[config.mk]
export PLATFORM = sky130hd
export DESIGN_NAME = clint
export DESIGN_NICKNAME = d
export VERILOG_FILES = /design/src/rtl/clint.sv
export SDC_FILE = /design/constraint.sdc
export NUM_CORES = 1
export LEC_CHECK = 0
export ABC_AREA = 1
export BUFFER_PORTS_ARGS = -buffer_cell sky130_fd_sc_hd__buf_2
export CAP_MARGIN = 20
export CORE_MARGIN = 2
export CORE_UTILIZATION = 51
export CTS_BUF_LIST = sky130_fd_sc_hd__clkbuf_4 sky130_fd_sc_hd__clkbuf_8
export CTS_CLUSTER_SIZE = 20
export DETAILED_ROUTE_END_ITERATION = 10
export PLACE_DENSITY = 0.88
export REMOVE_ABC_BUFFERS = 1
export SKIP_CTS_REPAIR_TIMING = 1
export SLEW_MARGIN = 20
export SYNTH_ARGS = -nofsm -noshare
export SYNTH_HDL_FRONTEND = slang
export SYNTH_SLANG_ARGS = --single-unit
[constraint.sdc]
create_clock -name clk_i -period 8.95 [get_ports clk_i]
set_input_delay 1.79 -clock clk_i [delete_from_list [all_inputs] [get_ports clk_i]]
set_output_delay 1.79 -clock clk_i [all_outputs]
set_load 0.02 [all_outputs]
[src/rtl/clint.sv]
// Core-local interrupt controller: sequences trap entry (mepc/mstatus/mcause writes, redirect to mtvec) and mret.
// Optional build macro CLINT_TIMER_IRQ_EN enables the timer interrupt source.
module clint (
  input  logic        clk_i,
  input  logic        rst_i,
  input  logic [31:0] inst_i,
  input  logic [31:0] inst_addr_i,
  input  logic        jump_flag_i,
  input  logic [31:0] jump_addr_i,
  input  logic        irq_ext_i,
  input  logic        irq_timer_i,
  input  logic [31:0] csr_mtvec_i,
  input  logic [31:0] csr_mepc_i,
  input  logic [31:0] csr_mstatus_i,
  output logic        csr_we_o,
  output logic [11:0] csr_waddr_o,
  output logic [31:0] csr_wdata_o,
  output logic        stall_o,
  output logic        flush_interrupt_o,
  output logic        int_assert_o,
  output logic [31:0] int_addr_o
);

  localparam logic [31:0] INST_MRET   = 32'h3020_0073;
  localparam logic [31:0] INST_ECALL  = 32'h0000_0073;
  localparam logic [31:0] INST_EBREAK = 32'h0010_0073;
  localparam logic [31:0] CAUSE_ECALL  = 32'd11;
  localparam logic [31:0] CAUSE_EBREAK = 32'd3;
  localparam logic [31:0] CAUSE_EXT    = 32'h8000_000B;
  localparam logic [31:0] CAUSE_TIMER  = 32'h8000_0007;
  localparam logic [11:0] ADDR_MSTATUS = 12'h300;
  localparam logic [11:0] ADDR_MEPC    = 12'h341;
  localparam logic [11:0] ADDR_MCAUSE  = 12'h342;

  typedef enum logic [2:0] {
    IDLE, MEPC, MSTATUS, MCAUSE, ASSERT, MRET_MSTATUS, MRET_ASSERT
  } state_t;

  state_t      state;
  logic [31:0] cause_q;
  logic [31:0] mepc_q;
  logic [31:0] wdata_q;

  logic        is_mret, is_ecall, is_ebreak;
  logic        ext_evt, timer_evt, sync_evt, trap_evt, idle_evt;
  logic [31:0] cause_d, mepc_d;

  // Trap entry: save MIE into MPIE and disable interrupts.
  function automatic logic [31:0] trap_mstatus(input logic [31:0] s);
    logic [31:0] r;
    r    = s;
    r[7] = s[3];
    r[3] = 1'b0;
    return r;
  endfunction

  // mret: restore MIE from MPIE and set MPIE.
  function automatic logic [31:0] mret_mstatus(input logic [31:0] s);
    logic [31:0] r;
    r    = s;
    r[3] = s[7];
    r[7] = 1'b1;
    return r;
  endfunction

  assign is_mret   = (inst_i == INST_MRET);
  assign is_ecall  = (inst_i == INST_ECALL);
  assign is_ebreak = (inst_i == INST_EBREAK);
  assign ext_evt   = irq_ext_i & csr_mstatus_i[3];

`ifdef CLINT_TIMER_IRQ_EN
  assign timer_evt = irq_timer_i & csr_mstatus_i[3];
`else
  logic timer_unused;
  assign timer_unused = irq_timer_i;
  assign timer_evt    = 1'b0;
`endif

  assign sync_evt = is_ecall | is_ebreak;
  assign trap_evt = sync_evt | ext_evt | timer_evt;
  assign idle_evt = ~rst_i & (state == IDLE) & (is_mret | trap_evt);
  assign stall_o  = ~rst_i & ((state != IDLE) | idle_evt);

  always_comb begin
    cause_d = CAUSE_TIMER;
    if (is_ecall)       cause_d = CAUSE_ECALL;
    else if (is_ebreak) cause_d = CAUSE_EBREAK;
    else if (ext_evt)   cause_d = CAUSE_EXT;
  end

  // Async interrupts resume at the pending jump target so a taken branch is not lost.
  assign mepc_d = (!sync_evt && jump_flag_i) ? jump_addr_i : inst_addr_i;

  assign csr_wdata_o = (state == MEPC) ? mepc_q : wdata_q;

  always_ff @(posedge clk_i or posedge rst_i) begin
    if (rst_i) begin
      state             <= IDLE;
      cause_q           <= '0;
      mepc_q            <= '0;
      wdata_q           <= '0;
      csr_we_o          <= 1'b0;
      csr_waddr_o       <= '0;
      int_assert_o      <= 1'b0;
      flush_interrupt_o <= 1'b0;
      int_addr_o        <= '0;
    end else begin
      csr_we_o          <= 1'b0;
      csr_waddr_o       <= '0;
      wdata_q           <= '0;
      int_assert_o      <= 1'b0;
      flush_interrupt_o <= 1'b0;
      int_addr_o        <= '0;
      unique case (state)
        IDLE: begin
          if (is_mret) begin
            state       <= MRET_MSTATUS;
            csr_we_o    <= 1'b1;
            csr_waddr_o <= ADDR_MSTATUS;
            wdata_q     <= mret_mstatus(csr_mstatus_i);
          end else if (trap_evt) begin
            state       <= MEPC;
            cause_q     <= cause_d;
            mepc_q      <= mepc_d;
            csr_we_o    <= 1'b1;
            csr_waddr_o <= ADDR_MEPC;
          end
        end
        MEPC: begin
          state       <= MSTATUS;
          csr_we_o    <= 1'b1;
          csr_waddr_o <= ADDR_MSTATUS;
          wdata_q     <= trap_mstatus(csr_mstatus_i);
        end
        MSTATUS: begin
          state       <= MCAUSE;
          csr_we_o    <= 1'b1;
          csr_waddr_o <= ADDR_MCAUSE;
          wdata_q     <= cause_q;
        end
        MCAUSE: begin
          state             <= ASSERT;
          int_assert_o      <= 1'b1;
          flush_interrupt_o <= 1'b1;
          int_addr_o        <= csr_mtvec_i;
        end
        MRET_MSTATUS: begin
          state             <= MRET_ASSERT;
          int_assert_o      <= 1'b1;
          flush_interrupt_o <= 1'b1;
          int_addr_o        <= csr_mepc_i;
        end
        ASSERT, MRET_ASSERT: state <= IDLE;
        default:             state <= IDLE;
      endcase
    end
  end

endmodule

Yosys cells after proc, flatten, opt, wreduce, memory -nomap -nowiden
Index checks and enable logic that the tools add are counted.
- bitwise operators: 10
- muxes and demuxes: 18
- reductions and logical operators: 7
- equality and inequality tests: 8
- operators with widths (operator ; number):
    2-to-1 mux 32 bit ; 5
    case mux 32 bit (3 select lines) ; 1
    case mux 32 bit (2 select lines) ; 1
    equality test 32 x 21 -> 1 bit, second input constant ; 1
    equality test 32 x 30 -> 1 bit, second input constant ; 1
    equality test 32 x 7 -> 1 bit, second input constant ; 1
    case mux 10 bit (3 select lines) ; 1
    2-to-1 mux 10 bit ; 2
    case mux 3 bit (5 select lines) ; 1
    equality test 3 x 2 -> 1 bit, second input constant ; 2
    2-to-1 mux 3 bit ; 2
    bitwise AND 1 bit ; 4
    2-to-1 mux 4 bit ; 1
    OR 1 bit ; 4
    OR reduction 2 bit ; 2
    equality test 3 x 1 -> 1 bit, second input constant ; 1
    equality test 3 bit, second input constant ; 1
    zero test 3 bit ; 1
    2-to-1 mux 1 bit ; 3
    inequality test 3 bit, second input constant ; 1
    AND reduction 3 bit ; 1
    nonzero test 3 bit ; 1
    NOT 1 bit ; 2
    case mux 1 bit (2 select lines) ; 1
    other kinds (2) ; 2
- bits of input ports: 197
- logic and storage cells: 51
- output and inout bits: 80
- flip-flop bits (word level): 145

Logic depth before layout (Yosys ltp)
Gate-level depths: netlist (run 1).
- word-level depth: 7
- gate-level depth with buffers: 12
- mapped depth without buffers: 11

Worst setup path after synthesis (run 1)
OpenSTA, ideal clock, no wires.
- kind: input-to-output
- from: input inst_i[2]
- to: output stall_o
- path buffers: 0
- arrival time: 2.793 ns
- setup slack: 4.367 ns
- data required time: 7.160 ns
- stages on the path: 9
- cell sequence: inv_1 -> nand2_1 -> nor2_1 -> nand2_1 -> nor2_4 -> nand2_2 -> nand3_4 -> nor2_1 -> nor2_1
- cells in the longest elaborated chain, start to end: 7
- elaborated cells on any way between the ends: 9
- classes of those cells: eq/ne (3); bitwise (6)
- RTL lines (item ; RTL line ; text):
    start, declared ; 6 ; input logic [31:0] inst_i,
    equality test 32 x 7 -> 1 bit or equality test 32 x 21 -> 1 bit (tied branches) ; 67, 68 ;
    OR 1 bit ; 79 ; assign sync_evt = is_ecall | is_ebreak;
    OR 1 bit ; 80 ; assign trap_evt = sync_evt | ext_evt | timer_evt;
    OR 1 bit (*) ; 81 ; assign idle_evt = ~rst_i & (state == IDLE) & (is_mret | trap_evt);
    bitwise AND 1 bit (*) ; 81 ;
    OR 1 bit (*) ; 82 ; assign stall_o = ~rst_i & ((state != IDLE) | idle_evt);
    bitwise AND 1 bit (*) ; 82 ;
    end, declared ; 18 ; output logic stall_o,
Mark *: on every way between the ends. The rest lies on a longest branch, timed or not.

Worst setup path in the final report (run 1)
Same ends and word-level chain as after synthesis.

==> flow_summary.json, run 1 <==
{
  "critPathArrivalTime_ps": 3480,
  "routedWlPerCell_um": 13.2,
  "cp_slowest_cell": "nand2_2",
  "dr_total_vias": 5353,
  "cts_tree": "yes",
  "slew_violations": 0,
  "cts.path.max_buffers": 2,
  "ys_seq_elements": 109,
  "synthTopCellsByCount": "nand2_1 (296), dfrtp_1 (109), inv_1 (96), nor2_1 (45), o21ai_0 (38)",
  "insertion_delay_ps": 360,
  "grt_setup_unrepaired": "no",
  "hold_depth": 2,
  "grt_pass1_vias": 5162,
  "fmax_mhz": 190,
  "gp_congestion": 0.824,
  "fill_cells": 943,
  "max_stage_delay_ps": 490,
  "io_pins": 277,
  "dr.pass1.iters": 6,
  "grt_max_degree": 89,
  "start_util_pct": 52.5,
  "cp-end-kind": "output pin",
  "cp.depth": 11,
  "relSlewSlack_pct": 34.4,
  "first_iter_violations": 343,
  "path_cells": "buf_2 -> inv_1 -> nand2_1 -> nor2_1 -> nand2_1 -> nor2_4 -> nand2_2 -> nand3_4 -> nor2_1 -> nor2_1 -> buf_2",
  "final_hold_viol_count": 0,
  "port_buffers": 268,
  "setup_violations": 0,
  "placementRows": 37,
  "track_usage_pct": 25.8,
  "dpl.hpwl_um": 10600,
  "numClockSinks": 109,
  "core_um2": 10300,
  "ant_nets": 0,
  "clk_pin_slew_ps": 100,
  "reg2reg_depth": 5,
  "synth_area_um2": 5420,
  "period_share_pct": 58.9,
  "drive_gt1_share_pct": 32.2,
  "ir_drop_v": 0.000150,
  "synthCells": 728,
  "nets": 1167,
  "tightest_slew_ps": 982,
  "route.detailed.drc": 0,
  "async_flop_share_pct": 100,
  "grt_pass1_wl_um": 23400,
  "path_buf_inv": 3,
  "area_delta_synth_final_pct": 28.6,
  "antenna_found_initial": 0,
  "clock_skew_ps": 18.3,
  "wirelength_um": 14700,
  "diodes": 0,
  "synthTopCellsByArea": "dfrtp_1 (50%), nand2_1 (21%), inv_1 (6.6%), nand4_1 (3.8%), o21ai_0 (3.5%)",
  "placed_cell_area_um2": 6730,
  "p_per_area_nw_per_um2": 260,
  "die_y_um": 107,
  "fp.dieArea_um2": 11500,
  "status": "finished clean",
  "total_leakage_power_nw": 4.40,
  "crit_type": "in2out",
  "die_width_um": 107,
  "maxCapViolCount": 0,
  "cp_common_cell": "nor2_1",
  "grt-ovfl-total": 0,
  "path_max_fanout": 36,
  "fin_util_pct": 67.5,
  "synth_top_area_share_pct": 50.3,
  "synthDistinctLibCells": 26,
  "seq_area_frac_synth_pct": 50.3,
  "avgViaCountPerCell": 4.82,
  "tns_ps": 0,
  "cts.htree.levels": 3,
  "cp-start-kind": "input pin",
  "syn_area_per_cell_um2": 7.44,
  "yosysWarnings": 0,
  "numCtsBuffers": 9,
  "final_cell_area_um2": 6970,
  "yosys_most_used_dff": "dfrtp_1",
  "yosysTopAreaCell": "dfrtp_1",
  "crit_family": "simple AND/OR/NAND/NOR gates",
  "synth-edff-count": 0,
  "hold_slack_ps": 475,
  "period_needed_ps": 5270,
  "cts_root_buf": "clkbuf_8",
  "cp.required_ps": 7160,
  "hold_class": "reg2reg",
  "yosys.cell_count.top_type": "nand2_1"
}
-- worst paths after layout --
check	start	end	slack [ps]
worst max register to register	state[0]$_DFFE_PP0P_	cause_q[31]$_DFFE_PP0P_	6610
worst min-delay path	cause_q[1]$_DFFE_PP0P_	cause_q[1]$_DFFE_PP0P_	480
worst max-delay path	inst_i[2]	stall_o	3680
worst min register to register	cause_q[1]$_DFFE_PP0P_	cause_q[1]$_DFFE_PP0P_	480
min in group asynchronous	rst_i	int_addr_o[3]$_DFF_PP0_	1380
max in group asynchronous	rst_i	wdata_q[13]$_DFF_PP0_	6530
-- logic make-up (layout without fill, tap and decap cells) --
logic type	Yosys count	after routing	share of synthesized area (%)
other	1	7	0.0692
flip-flops	109	109	50.3
buffers and inverters	145	386	11.6
AO/OA/AOI/OAI	40	40	3.76
AND/OR/NAND/NOR	433	433	34.2
-- per-layer routing --
metal | vias up | track usage, % | wire (µm)
li1 | 2678 | - | -
met1 | 2420 | 30.6 | 5560
met2 | 233 | 46.7 | 7560
met3 | 22 | 4.62 | 1200
met4 | 0 | 9.37 | 359
met5 | - | 0 | 0
-- registers in the layout, summed over array words and instances, names as in the netlist --
name	cells
mepc_q	32
wdata_q	32
state	3
int_addr_o	32
cause_q	4
int_assert_o	1
csr_waddr_o	4
csr_we_o	1
-- cell usage in the layout (no fill, tap or decap), drive strengths merged, types with 2 or more instances in the layout --
| cell | Yosys | final |
|---|---|---|
| nand2 | 308 | 308 |
| buf | 24 | 273 |
| dfrtp | 109 | 109 |
| inv | 97 | 99 |
| nor2 | 49 | 49 |
| nand3 | 39 | 39 |
| o21ai | 38 | 38 |
| nand4 | 33 | 33 |
| clkbuf | 24 | 9 |
| conb | 1 | 7 |
| nor3 | 2 | 2 |
| clkinvlp | 0 | 2 |
| clkinv | 0 | 2 |
-- final cells by class --
type | count | area [µm²] | share of cell area, %
clock inverters | 7 | 80.1 | 1.15
inverters | 97 | 367 | 5.26
well taps | 136 | 170 | 2.44
multi-input cells | 480 | 2090 | 30.0
repair buffers | 273 | 1410 | 20.2
flip-flops and latches | 109 | 2730 | 39.1
clock buffers | 9 | 124 | 1.78
-- worst register-to-register path, cell delays in order, from the launching register on --
cell and delay [ps]:
dfrtp_2 640, nor2_1 180, inv_1 80, nor2_2 230, nand3_2 680, o21ai_0 420
-- power by group --
group	internal [W]	switching (W)
Clock	0.000133	0.000170
Sequential	0.000656	0.0000866
Combinational	0.000250	0.000519
-- per-stage QoR --
| step | total power, W | setup WS (ps) | cells |
|---|---|---|---|
| detailed placement | 0.00152 | 3690 | 1094 |
| global route | 0.00195 | 3520 | 1111 |
| CTS | 0.00182 | 3690 | 1110 |
| global placement | 0.00149 | 3720 | 1093 |
| floorplan | 0.00121 | 4060 | 686 |
| finish | 0.00182 | 3680 | 1111 |
No activity file was read; power rests on OpenSTA's default activity.
==> inputs of run 2 (changes only) <==
Settings changed: ABC_AREA 1 to 0, CORE_ASPECT_RATIO set to 1.2, CORE_UTILIZATION 51 to 42, PLACE_DENSITY 0.88 to 0.79.
Clock period 8.95 ns to 4.4 ns, I/O delays scaled along.
==> flow_summary.json, run 2 <==
{
  "status": "finished clean",
  "grt_max_degree": 59,
  "holdPathEnd": "cause_q[2]$_DFFE_PP0P_",
  "setup_violations": 0,
  "routedWlPerCell_um": 17.3,
  "final_hold_viol_count": 0,
  "cts.htree.levels": 3,
  "ant_nets": 0,
  "fp.dieArea_um2": 13100,
  "reg2reg_depth": 5,
  "worstHoldStart": "cause_q[2]$_DFFE_PP0P_",
  "synth_area_um2": 5110,
  "path_cells": "nand2b_1 -> nor2_4 -> buf_4 -> mux2_2 -> buf_2",
  "synthDistinctLibCells": 36,
  "cp-start-kind": "flop",
  "grt_pass1_wl_um": 23600,
  "synthCells": 463,
  "grt_pass1_vias": 4776,
  "dpl.hpwl_um": 10900,
  "synth_top_area_share_pct": 53.4,
  "clock_skew_ps": 14.2,
  "track_usage_pct": 22.9,
  "drive_gt1_share_pct": 48.2,
  "synth_compound_area_share_pct": 19.6,
  "wirelength_um": 15100,
  "numCtsBuffers": 9,
  "period_needed_ps": 3430,
  "synth_xor_xnor_area_share_pct": 0,
  "finalPower_w": 0.00387,
  "synth-edff-count": 0,
  "maxCapViolCount": 0,
  "tightest_slew_ps": 1020,
  "area_delta_synth_final_pct": 29.8,
  "synth_top_family_by_area": "compound AO/OA/AOI/OAI gates",
  "rrSetupSlack_ps": 2060,
  "route.detailed.drc": 0,
  "die_width_um": 105,
  "p_per_area_nw_per_um2": 584,
  "yosys.area_share.adder_pct": 0,
  "numClockSinks": 109,
  "grt_setup_unrepaired": "no",
  "async_flop_share_pct": 100,
  "cp.required_ps": 3520,
  "first_iter_violations": 269,
  "path_max_fanout": 19,
  "insertion_delay_ps": 360,
  "fmax_mhz": 292,
  "die_y_um": 125,
  "hold_class": "reg2reg",
  "biggestRegsByFlops": "int_addr_o (32), mepc_q (32), wdata_q (32)",
  "final_cell_mix": "buf_2 (268), dfrtp_1 (109), nand2_1 (66), a22o_1 (37), a21oi_1 (34)",
  "core_um2": 12000,
  "io_pins": 277,
  "gp_congestion": 0.853,
  "max_stage_delay_ps": 530,
  "total_leakage_power_nw": 3.69,
  "dr.pass1.iters": 5,
  "seq_area_frac_synth_pct": 53.4,
  "period_share_pct": 77.9,
  "port_buffers": 268,
  "crit_type": "reg2out",
  "critPathArrivalTime_ps": 2550,
  "ys_seq_elements": 109,
  "dr_total_vias": 4597,
  "rr_startpoint": "state[0]$_DFFE_PP0P_",
  "ir_drop_v": 0.000348,
  "cts_tree": "yes",
  "syn_area_per_cell_um2": 11.0,
  "r2r_end": "mepc_q[29]$_DFFE_PP0P_",
  "hold_slack_ps": 504,
  "avgViaCountPerCell": 5.26,
  "placementRows": 44,
  "antenna_found_initial": 0,
  "start_util_pct": 42.6,
  "synthMuxAreaShare_pct": 7.05,
  "cp-end-kind": "output pin",
  "slew_violations": 0,
  "diodes": 0,
  "cts.path.max_buffers": 2,
  "relSlewSlack_pct": 31.7,
  "cts_root_buf": "clkbuf_8",
  "synthTopCellsByArea": "dfrtp_1 (53%), mux2_2 (7.0%), a22o_1 (6.3%), a21o_1 (4.8%), nand2_1 (4.8%)",
  "yosys.cell_count.top_type": "dfrtp_1",
  "yosys_most_used_dff": "dfrtp_1",
  "yosysTopAreaCell": "dfrtp_1",
  "clk_pin_slew_ps": 90,
  "grt-ovfl-total": 0,
  "synth_simple_gate_area_share_pct": 13.7,
  "nets": 905,
  "yosysWarnings": 0,
  "layout_commonest_cell": "buf_2",
  "synthTopCellsByCount": "dfrtp_1 (109), nand2_1 (66), a22o_1 (37), a21oi_1 (34), a21o_1 (33)",
  "hold_depth": 1,
  "cp_slowest_cell": "nor2_4"
}
[run 2: cell types whose count changed after synthesis, moves of 33 or more]
cell | before | now
nand2_1 | 296 | 66
inv_1 | 96 | 4
a21o_1 | 0 | 33
a21oi_1 | 0 | 34
a22o_1 | 0 | 37
nand3_1 | 36 | 1
o21ai_0 | 38 | 2
nor2_1 | 45 | 5
[run 2: logic make-up after synthesis]
| group | count (synthesis) |
|---|---|
| AO/OA/AOI/OAI | 143 |
| buffers and inverters | 51 |
| flip-flops | 109 |
| multiplexers | 32 |
| other | 1 |
| AND/OR/NAND/NOR | 127 |
[run 2: how the worst max path moves through the flow]
stage                                     from              end  slack, ps
after floorplan                          rst_i          stall_o        -90
after global placement               inst_i[9]          stall_o       1160
after detailed placement            inst_i[10]          stall_o       1170
after CTS                 state[1]$_DFFE_PP0P_  csr_wdata_o[21]        950
after global routing      state[1]$_DFFE_PP0P_  csr_wdata_o[10]        830
final                     state[1]$_DFFE_PP0P_  csr_wdata_o[26]        970
[run 2: metal layers]
metal	GRT usage (%)	up-vias	routed length (µm)
met5	0	-	0
met4	8.39	0	327
li1	-	2108	-
met3	4.87	24	1080
met1	27.4	2223	6040
met2	40.4	242	7670
[run 2: power by group]
group	internal, W	leakage [nW]	switching [W]
sequential	0.00135	1.38	0.000155
clock	0.000250	0.0925	0.000329
combinational	0.000703	2.22	0.00109
total	0.00230	3.69	0.00157
[run 2: critical path: cells and delay by family (launching register included)]
family | cells | cell delay, ps
buffers and inverters | 2 | 540
and+or+nand+nor | 2 | 800
muxes | 1 | 380
DFF | 1 | 460
[run 2: layout make-up]
| cell class | count | area (µm²) |
|---|---|---|
| fill | 1057 | 5370 |
| sequential | 109 | 2730 |
| tap | 161 | 201 |
| clock buffer | 13 | 166 |
| multi-input combinational | 309 | 2110 |
| inverter | 4 | 17.5 |
| clock inverter | 3 | 20.0 |
| timing repair buffer | 275 | 1390 |
[run 2: through the flow]
stage | cell area, µm² | setup WS (ps) | TNS, ps | utilization, % | std cells
floorplan | 4830 | -87.0 | -87.0 | - | 422
global placement | 6440 | 1160 | 0 | 53.7 | 858
detailed placement | 6440 | 1170 | 0 | 53.7 | 858
CTS | 6630 | 952 | 0 | 55.2 | 874
global route | 6630 | 832 | 0 | 55.3 | 874
finish | 6630 | 972 | 0 | 55.3 | 874
